$ cat src/rtl/inference_latency_monitor.sv
// Measures clk cycles from each 01 entry to the following 10 entry on a 2-bit status line,
// keeping last/min/max latency plus frame, timeout and overrun statistics.
module inference_latency_monitor #(
   parameter int unsigned CNT_W   = 32,
   parameter int unsigned TIMEOUT = 1000000,
   parameter int unsigned FCNT_W  = 32
) (
   input  logic              clk,
   input  logic              rst,
   input  logic [1:0]        UserInput,
   input  logic              Clear,
   output logic              Busy,
   output logic [CNT_W-1:0]  Latency,
   output logic              Latency_vld,
   output logic [CNT_W-1:0]  MinLatency,
   output logic [CNT_W-1:0]  MaxLatency,
   output logic [FCNT_W-1:0] FrameCount,
   output logic [FCNT_W-1:0] TimeoutCount,
   output logic [FCNT_W-1:0] OverrunCount,
   output logic              Timeout_err
);

   localparam logic [CNT_W-1:0] TimeoutC = CNT_W'(TIMEOUT);

   typedef enum logic {StIdle, StBusy} state_e;

   state_e            state_q, state_d;
   logic [1:0]        s1_q, s1_d, s2_q, s2_d, p_q, p_d;
   logic [CNT_W-1:0]  cnt_q, cnt_d;
   logic [CNT_W-1:0]  lat_q, lat_d, min_q, min_d, max_q, max_d;
   logic              lat_vld_q, lat_vld_d, terr_q, terr_d;
   logic [FCNT_W-1:0] frame_q, frame_d, tout_q, tout_d, ovr_q, ovr_d;
   logic              start_ev, stop_ev;

   assign start_ev = (s2_q == 2'b01) && (p_q != 2'b01);
   assign stop_ev  = (s2_q == 2'b10) && (p_q != 2'b10);

   always_comb begin
      s1_d      = UserInput;
      s2_d      = s1_q;
      p_d       = s2_q;
      state_d   = state_q;
      cnt_d     = cnt_q;
      lat_d     = lat_q;
      min_d     = min_q;
      max_d     = max_q;
      frame_d   = frame_q;
      tout_d    = tout_q;
      ovr_d     = ovr_q;
      lat_vld_d = 1'b0;
      terr_d    = 1'b0;
      // Clear leaves the synchroniser and the last latency untouched.
      if (Clear) begin
         state_d = StIdle;
         cnt_d   = '0;
         min_d   = '1;
         max_d   = '0;
         frame_d = '0;
         tout_d  = '0;
         ovr_d   = '0;
      end else begin
         unique case (state_q)
            StIdle: begin
               if (start_ev) begin
                  state_d = StBusy;
                  cnt_d   = CNT_W'(1);
               end
            end
            StBusy: begin
               if (stop_ev) begin
                  state_d   = StIdle;
                  lat_d     = cnt_q;
                  lat_vld_d = 1'b1;
                  frame_d   = (&frame_q) ? frame_q : frame_q + FCNT_W'(1);
                  if (cnt_q < min_q) min_d = cnt_q;
                  if (cnt_q > max_q) max_d = cnt_q;
               end else if (start_ev) begin
                  cnt_d = CNT_W'(1);
                  ovr_d = (&ovr_q) ? ovr_q : ovr_q + FCNT_W'(1);
               end else if (cnt_q == TimeoutC) begin
                  state_d = StIdle;
                  terr_d  = 1'b1;
                  tout_d  = (&tout_q) ? tout_q : tout_q + FCNT_W'(1);
               end else begin
                  cnt_d = (&cnt_q) ? cnt_q : cnt_q + CNT_W'(1);
               end
            end
            default: state_d = StIdle;
         endcase
      end
   end

   always_ff @(posedge clk) begin
      if (rst) begin
         state_q   <= StIdle;
         s1_q      <= 2'b00;
         s2_q      <= 2'b00;
         p_q       <= 2'b00;
         cnt_q     <= '0;
         lat_q     <= '0;
         min_q     <= '1;
         max_q     <= '0;
         frame_q   <= '0;
         tout_q    <= '0;
         ovr_q     <= '0;
         lat_vld_q <= 1'b0;
         terr_q    <= 1'b0;
      end else begin
         state_q   <= state_d;
         s1_q      <= s1_d;
         s2_q      <= s2_d;
         p_q       <= p_d;
         cnt_q     <= cnt_d;
         lat_q     <= lat_d;
         min_q     <= min_d;
         max_q     <= max_d;
         frame_q   <= frame_d;
         tout_q    <= tout_d;
         ovr_q     <= ovr_d;
         lat_vld_q <= lat_vld_d;
         terr_q    <= terr_d;
      end
   end

   assign Busy         = (state_q == StBusy);
   assign Latency      = lat_q;
   assign Latency_vld  = lat_vld_q;
   assign MinLatency   = min_q;
   assign MaxLatency   = max_q;
   assign FrameCount   = frame_q;
   assign TimeoutCount = tout_q;
   assign OverrunCount = ovr_q;
   assign Timeout_err  = terr_q;

endmodule

$ cat config.mk
export PLATFORM = sky130hd
export DESIGN_NAME = inference_latency_monitor
export DESIGN_NICKNAME = d
export VERILOG_FILES = /design/src/rtl/inference_latency_monitor.sv
export SDC_FILE = /design/constraint.sdc
export NUM_CORES = 1
export LEC_CHECK = 0
export BUFFER_PORTS_ARGS = -buffer_cell sky130_fd_sc_hd__clkbuf_2
export CORE_ASPECT_RATIO = 1.2
export CORE_MARGIN = 2
export CORE_UTILIZATION = 44
export CTS_CLUSTER_SIZE = 40
export DETAILED_ROUTE_END_ITERATION = 12
export GPL_ROUTABILITY_DRIVEN = 0
export MAX_ROUTING_LAYER = met4
export PLACE_DENSITY_LB_ADDON = 0.25
export SYNTH_ARGS = -nofsm -noshare
export SYNTH_HDL_FRONTEND = slang
export SYNTH_SLANG_ARGS = --single-unit
$ cat constraint.sdc
create_clock -name clk -period 3.2 [get_ports clk]
set_input_delay 0.16 -clock clk [delete_from_list [all_inputs] [get_ports clk]]
set_output_delay 0.16 -clock clk [all_outputs]
set_load 0.005 [all_outputs]
Word-level counts from Yosys, hierarchy flattened
Index checks and enable logic that the tools add are counted.
{"block": "word_totals", "reg_bits": 233, "in_bits": 5, "wordCells": 64}
{"block": "op_classes", "n_lt_le_gt_ge": 2, "bitwise": 7, "n_eq_ne": 9, "addsub": 4, "mux": 13, "n_reduce_logical": 16}
{"op": "32-bit two-way mux", "count": 5}
{"op": "32-bit by 1-bit adder with 32-bit output (second input constant)", "count": 4}
{"op": "32-bit AND reduction", "count": 4}
{"op": "32-bit one-hot mux with 2 select lines", "count": 1}
{"op": "32-bit by 20-bit == test with 1-bit output (second input constant)", "count": 1}
{"op": "32-bit greater-than comparator", "count": 1}
{"op": "32-bit less-than comparator", "count": 1}
{"op": "3-bit AND reduction", "count": 4}
{"op": "4-bit AND reduction", "count": 2}
{"op": "1-bit inverter", "count": 7}
{"op": "1-bit two-way mux", "count": 6}
{"op": "2-bit inequality test (second input constant)", "count": 3}
{"op": "3-bit inequality test (second input constant)", "count": 2}
{"op": "5-bit AND reduction", "count": 1}
{"op": "5-bit OR reduction", "count": 1}
{"op": "3-bit OR reduction", "count": 1}
{"op": "2-bit by 1-bit == test with 1-bit output (second input constant)", "count": 1}
{"op": "2-bit == test (second input constant)", "count": 1}
{"op": "1-bit logical AND", "count": 2}
{"op": "2-bit by 1-bit inequality test with 1-bit output (second input constant)", "count": 1}
{"op": "1-bit one-hot mux with 2 select lines", "count": 1}
{"op": "2-bit OR reduction", "count": 1}

Depth between registers and ports, before layout
{"block": "depth", "depth_word": 6, "depth_mapped": 10, "mapped_depth_nobuf": 8}

Least setup slack after synthesis
No wires, ideal clock.
{"block": "synth_timing", "path_kind": "register to register", "startpoint": "register max_q[7], in the netlist MaxLatency[7]", "endpoint": "register max_q[0], in the netlist MaxLatency[0]", "slack_ps": 835, "path_buffers": 2, "t_required_ps": 3074, "path_stages_with_launch": 11, "synth_period_minus_slack_ps": 2365, "arrival_ps": 2239, "cell_sequence": "dfxtp_1 -> inv_1 -> ha_1 -> a21oi_1 -> o21ai_0 -> a221o_1 -> o311a_1 -> o21a_1 -> clkbuf_1 -> buf_2 -> mux2i_1"}
{"block": "synth_between", "elab_chain_cells": 2}
{"item": "from (decl)", "line": "30", "rtl": "logic [CNT_W-1:0] lat_q, lat_d, min_q, min_d, max_q, max_d;"}
{"item": "from (signal assigned)", "line": "116", "rtl": "max_q <= max_d;"}
{"item": "32-bit greater-than comparator", "line": "76", "rtl": "if (cnt_q > max_q) max_d = cnt_q;"}
{"item": "3-bit AND reduction (no source line)"}
No other way between the ends.
A chain may end at the register's enable or synchronous reset.

Worst setup path after layout
{"block": "layout_timing", "startpoint": "register tout_q[4], in the netlist TimeoutCount[4]", "endpoint": "register tout_q[13], in the netlist TimeoutCount[13]"}
{"block": "layout_between", "elab_chain_cells": 3, "elab_cells_between_ends": 4, "cone_classes": "1 x add/sub; 1 x bitwise; 2 x reduce/logical"}
{"item": "from (decl)", "line": "32", "rtl": "logic [FCNT_W-1:0] frame_q, frame_d, tout_q, tout_d, ovr_q, ovr_d;"}
{"item": "from (signal assigned)", "line": "118", "rtl": "tout_q <= tout_d;"}
{"item": "branches (longest 3 deep; another with 32-bit by 1-bit adder with 32-bit output)"}
Parallel ways; which one is timed is not known.

==> metrics.yaml <==
status:
  outcome: "finished, final reports clean"
timing:
  worst_pin_slew_ns: 0.876
  hold_slack_ns: 0.100
  worst_clock_skew_ns: 0.0120
  slew_headroom_pct: 41.4
  rsz0062_at_grt: "no"
  worst_slack_ns: 0.397
  hold_viol: 0
  period_minus_slack_ns: 2.80
  slew_viol_final: 0
  finalCritPeriodShare_pct: 87.6
  max_freq_mhz: 357
  finalSetupTns_ns: 0
  setup_violations: 0
grt:
  grt_pass1_vias: 10600
  grt_max_degree: 62
  grt_pass1_wl_um: 52900
  antenna_found_initial: 0
  gr-total-overflow: 0
  track_usage_pct: 23.0
worst_setup_path:
  end_kind: "flip-flop"
  arrival_ns: 3.18
  crit_path_start_kind: "flip-flop"
  cpPeakStageDelay_ns: 0.81
  slowest_stage: "o311ai_4"
  crit_chain: "and4_1 > nand3_2 > or4_4 > o311ai_4 > or4_1 > a21oi_1"
  path_class: "reg2reg"
  cp.required_ns: 3.58
  cp_max_fo: 26
pwr:
  ir_worst_vdd_uv: 343
  intPower_w: 0.00495
  comb_power_share_pct: 2.3
  sequentialPowerShare_pct: 46.0
  switching_share_pct: 21.7
  power_density_nw_per_um2: 439
  power.switching_w: 0.00137
  power_frac_clock_pct: 51.7
  p_total_w: 0.00632
  p_leak_nw: 5.77
yosys:
  ys_ff_latch: 233
  ys_async_sr_fraction_pct: 0
  synth_xor_area_share_pct: 3.64
  synth_nets: 1562
  synthAdderAreaFrac_pct: 7.07
  ys_dominant_reg_cell: "dfxtp_1"
  syn_area_per_cell_sq_um: 8.08
  synthMuxAreaShare_pct: 6.99
  netlist_area_sq_um: 12000
  synth_top_family_by_area: "simple AND/OR/NAND/NOR gates"
  synth-warning-count: 0
  synthCells: 1489
  ys_types: 54
  synth_compound_area_share_pct: 9.72
  synth_edf_count: 0
  synth_simple_gate_area_share_pct: 28.2
  ys_seq_area_share_pct: 38.8
cts:
  cts-root-buf: "clkbuf_16"
  numCtsBuffers: 27
  cts_hold_buf: 3
  cts_tree: "done"
  cts.path.max_buffers: 3
  clk_pin_slew_ns: 0.06
  cts_resized: 0
  post-cts-setup-buffer-count: 0
  htreeDepth: 1
  clkLatencyLatePin_ns: 0.53
  numClockSinks: 233
finish:
  syn_to_final_growth_pct: 19.6
  mostFrequentLayoutCell: "dfxtp_1"
  mostFrequentLayoutCells: "dfxtp_1, nand2_1, clkbuf_2, nor2_1, a21oi_1"
  fillers: 2534
  drive_gt1_share_pct: 17.2
  antenna_cells: 0
  multi_input_comb_area_sq_um: 6730
  fin_nets: 1740
  final-seq-area_sq_um: 4660
placement:
  dp_hpwl_um: 23600
  place_worst_setup_slack_ns: 0.441
  port_buffers: 199
drt:
  drt-pass1-iter-count: 4
  vias_per_cell: 5.54
  postRouteAntennaNets: 0
  drc: 0
  drt_iter0_drc: 554
  vias: 11200
  wl_um: 32900
  routedWlPerCell_um: 16.2
floorplan:
  io_pins: 200
  rows: 66
  die_h_um: 185
  die_w_um: 155
  start_util_pct: 44.6
  die_area_sq_um: 28700
  core_region_area_sq_um: 27000
run:
  cap_violations: 0
worst_hold_path:
  hold_path.class: "in2reg"
==> critical path: cells and delay by family, from the launching register on <==
kind / cells / cell delay (ns)
compound gates: 2 / 0.87
flops: 1 / 0.44
simple gates: 4 / 1.32
==> final cells by class <==
| cell class | instances | share of cell area, % |
|---|---|---|
| Multi-Input combinational cell | 1086 | 46.7 |
| Sequential cell | 233 | 32.4 |
| Timing Repair Buffer | 234 | 9.14 |
| Clock buffer | 37 | 5.37 |
| Tap cell | 340 | 2.95 |
| Inverter | 85 | 2.22 |
| Clock inverter | 12 | 1.19 |
==> path summary, 6_finish.rpt <==
path | depth (start not counted) | start | slack [ns] | end
max | 6 | TimeoutCount[4] | 0.40 | TimeoutCount[13]
max reg2reg | 6 | TimeoutCount[4] | 0.40 | TimeoutCount[13]
min reg2reg | 1 | s1_q[1] | 0.43 | p_d[1]
min | 3 | Clear | 0.1 | FrameCount[19]
==> registers in the layout, summed over array words and instances (netlist names) <==
signal        flops
s1_q              2
Latency_vld       1
FrameCount       32
p_d               2
Timeout_err       1
Latency          32
OverrunCount     32
MaxLatency       32
cnt_q            32
TimeoutCount     32
p_q               2
Busy              1
MinLatency       32
==> through the flow <==
| stage | instances | util, % | cell area (sq um) |
|---|---|---|---|
| after global placement | 1975 | 49.7 | 13400 |
| after CTS | 2027 | 53.3 | 14400 |
| final | 2027 | 53.3 | 14400 |
| after global routing | 2027 | 53.3 | 14400 |
| after floorplan | 1489 | - | 12000 |
| after detailed placement | 1975 | 49.7 | 13400 |
==> power by group through the flow <==
| stage | logic [W] | clock network (W) | registers (W) |
|---|---|---|---|
| floorplan | 0.0000947 | 0 | 0.00297 |
| global placement | 0.000143 | 0 | 0.00297 |
| detailed placement | 0.000144 | 0 | 0.00297 |
| CTS | 0.000147 | 0.00334 | 0.00291 |
| global route | 0.000160 | 0.00344 | 0.00291 |
| finish | 0.000147 | 0.00327 | 0.00291 |
==> cell usage after synthesis (18+ instances only) <==
master    count  area, sq um
nor4_1       27          169
or3_1        29          181
and4_1       18          158
nand3_1      54          270
o21ai_0      38          190
nand4_1      66          413
nor2_1      142          533
nor3_1       28          140
clkbuf_1     67          251
nand2_1     228          856
xor2_1       20          175
xnor2_1      30          263
ha_1         68          851
inv_1        85          319
a21oi_1      95          475
nand2b_1     19          119
mux2i_1      84          841
or4_1        22          165
dfxtp_1     233         4660
==> metal layers <==
| metal | wire length (um) | vias up | track usage [%] |
|---|---|---|---|
| met5 | 0 | - | - |
| met1 | 14200 | 5327 | 27.1 |
| met3 | 1660 | 65 | 4.26 |
| li1 | - | 5584 | - |
| met4 | 888 | 0 | 7.78 |
| met2 | 16100 | 251 | 39.5 |
==> cell families after synthesis <==
group / after synthesis
compound gates: 197
xor+xnor: 50
fa+ha+maj: 68
buf+inv: 170
flops: 233
mux: 84
simple gates: 687
No activity file was read; power rests on OpenSTA's default activity.
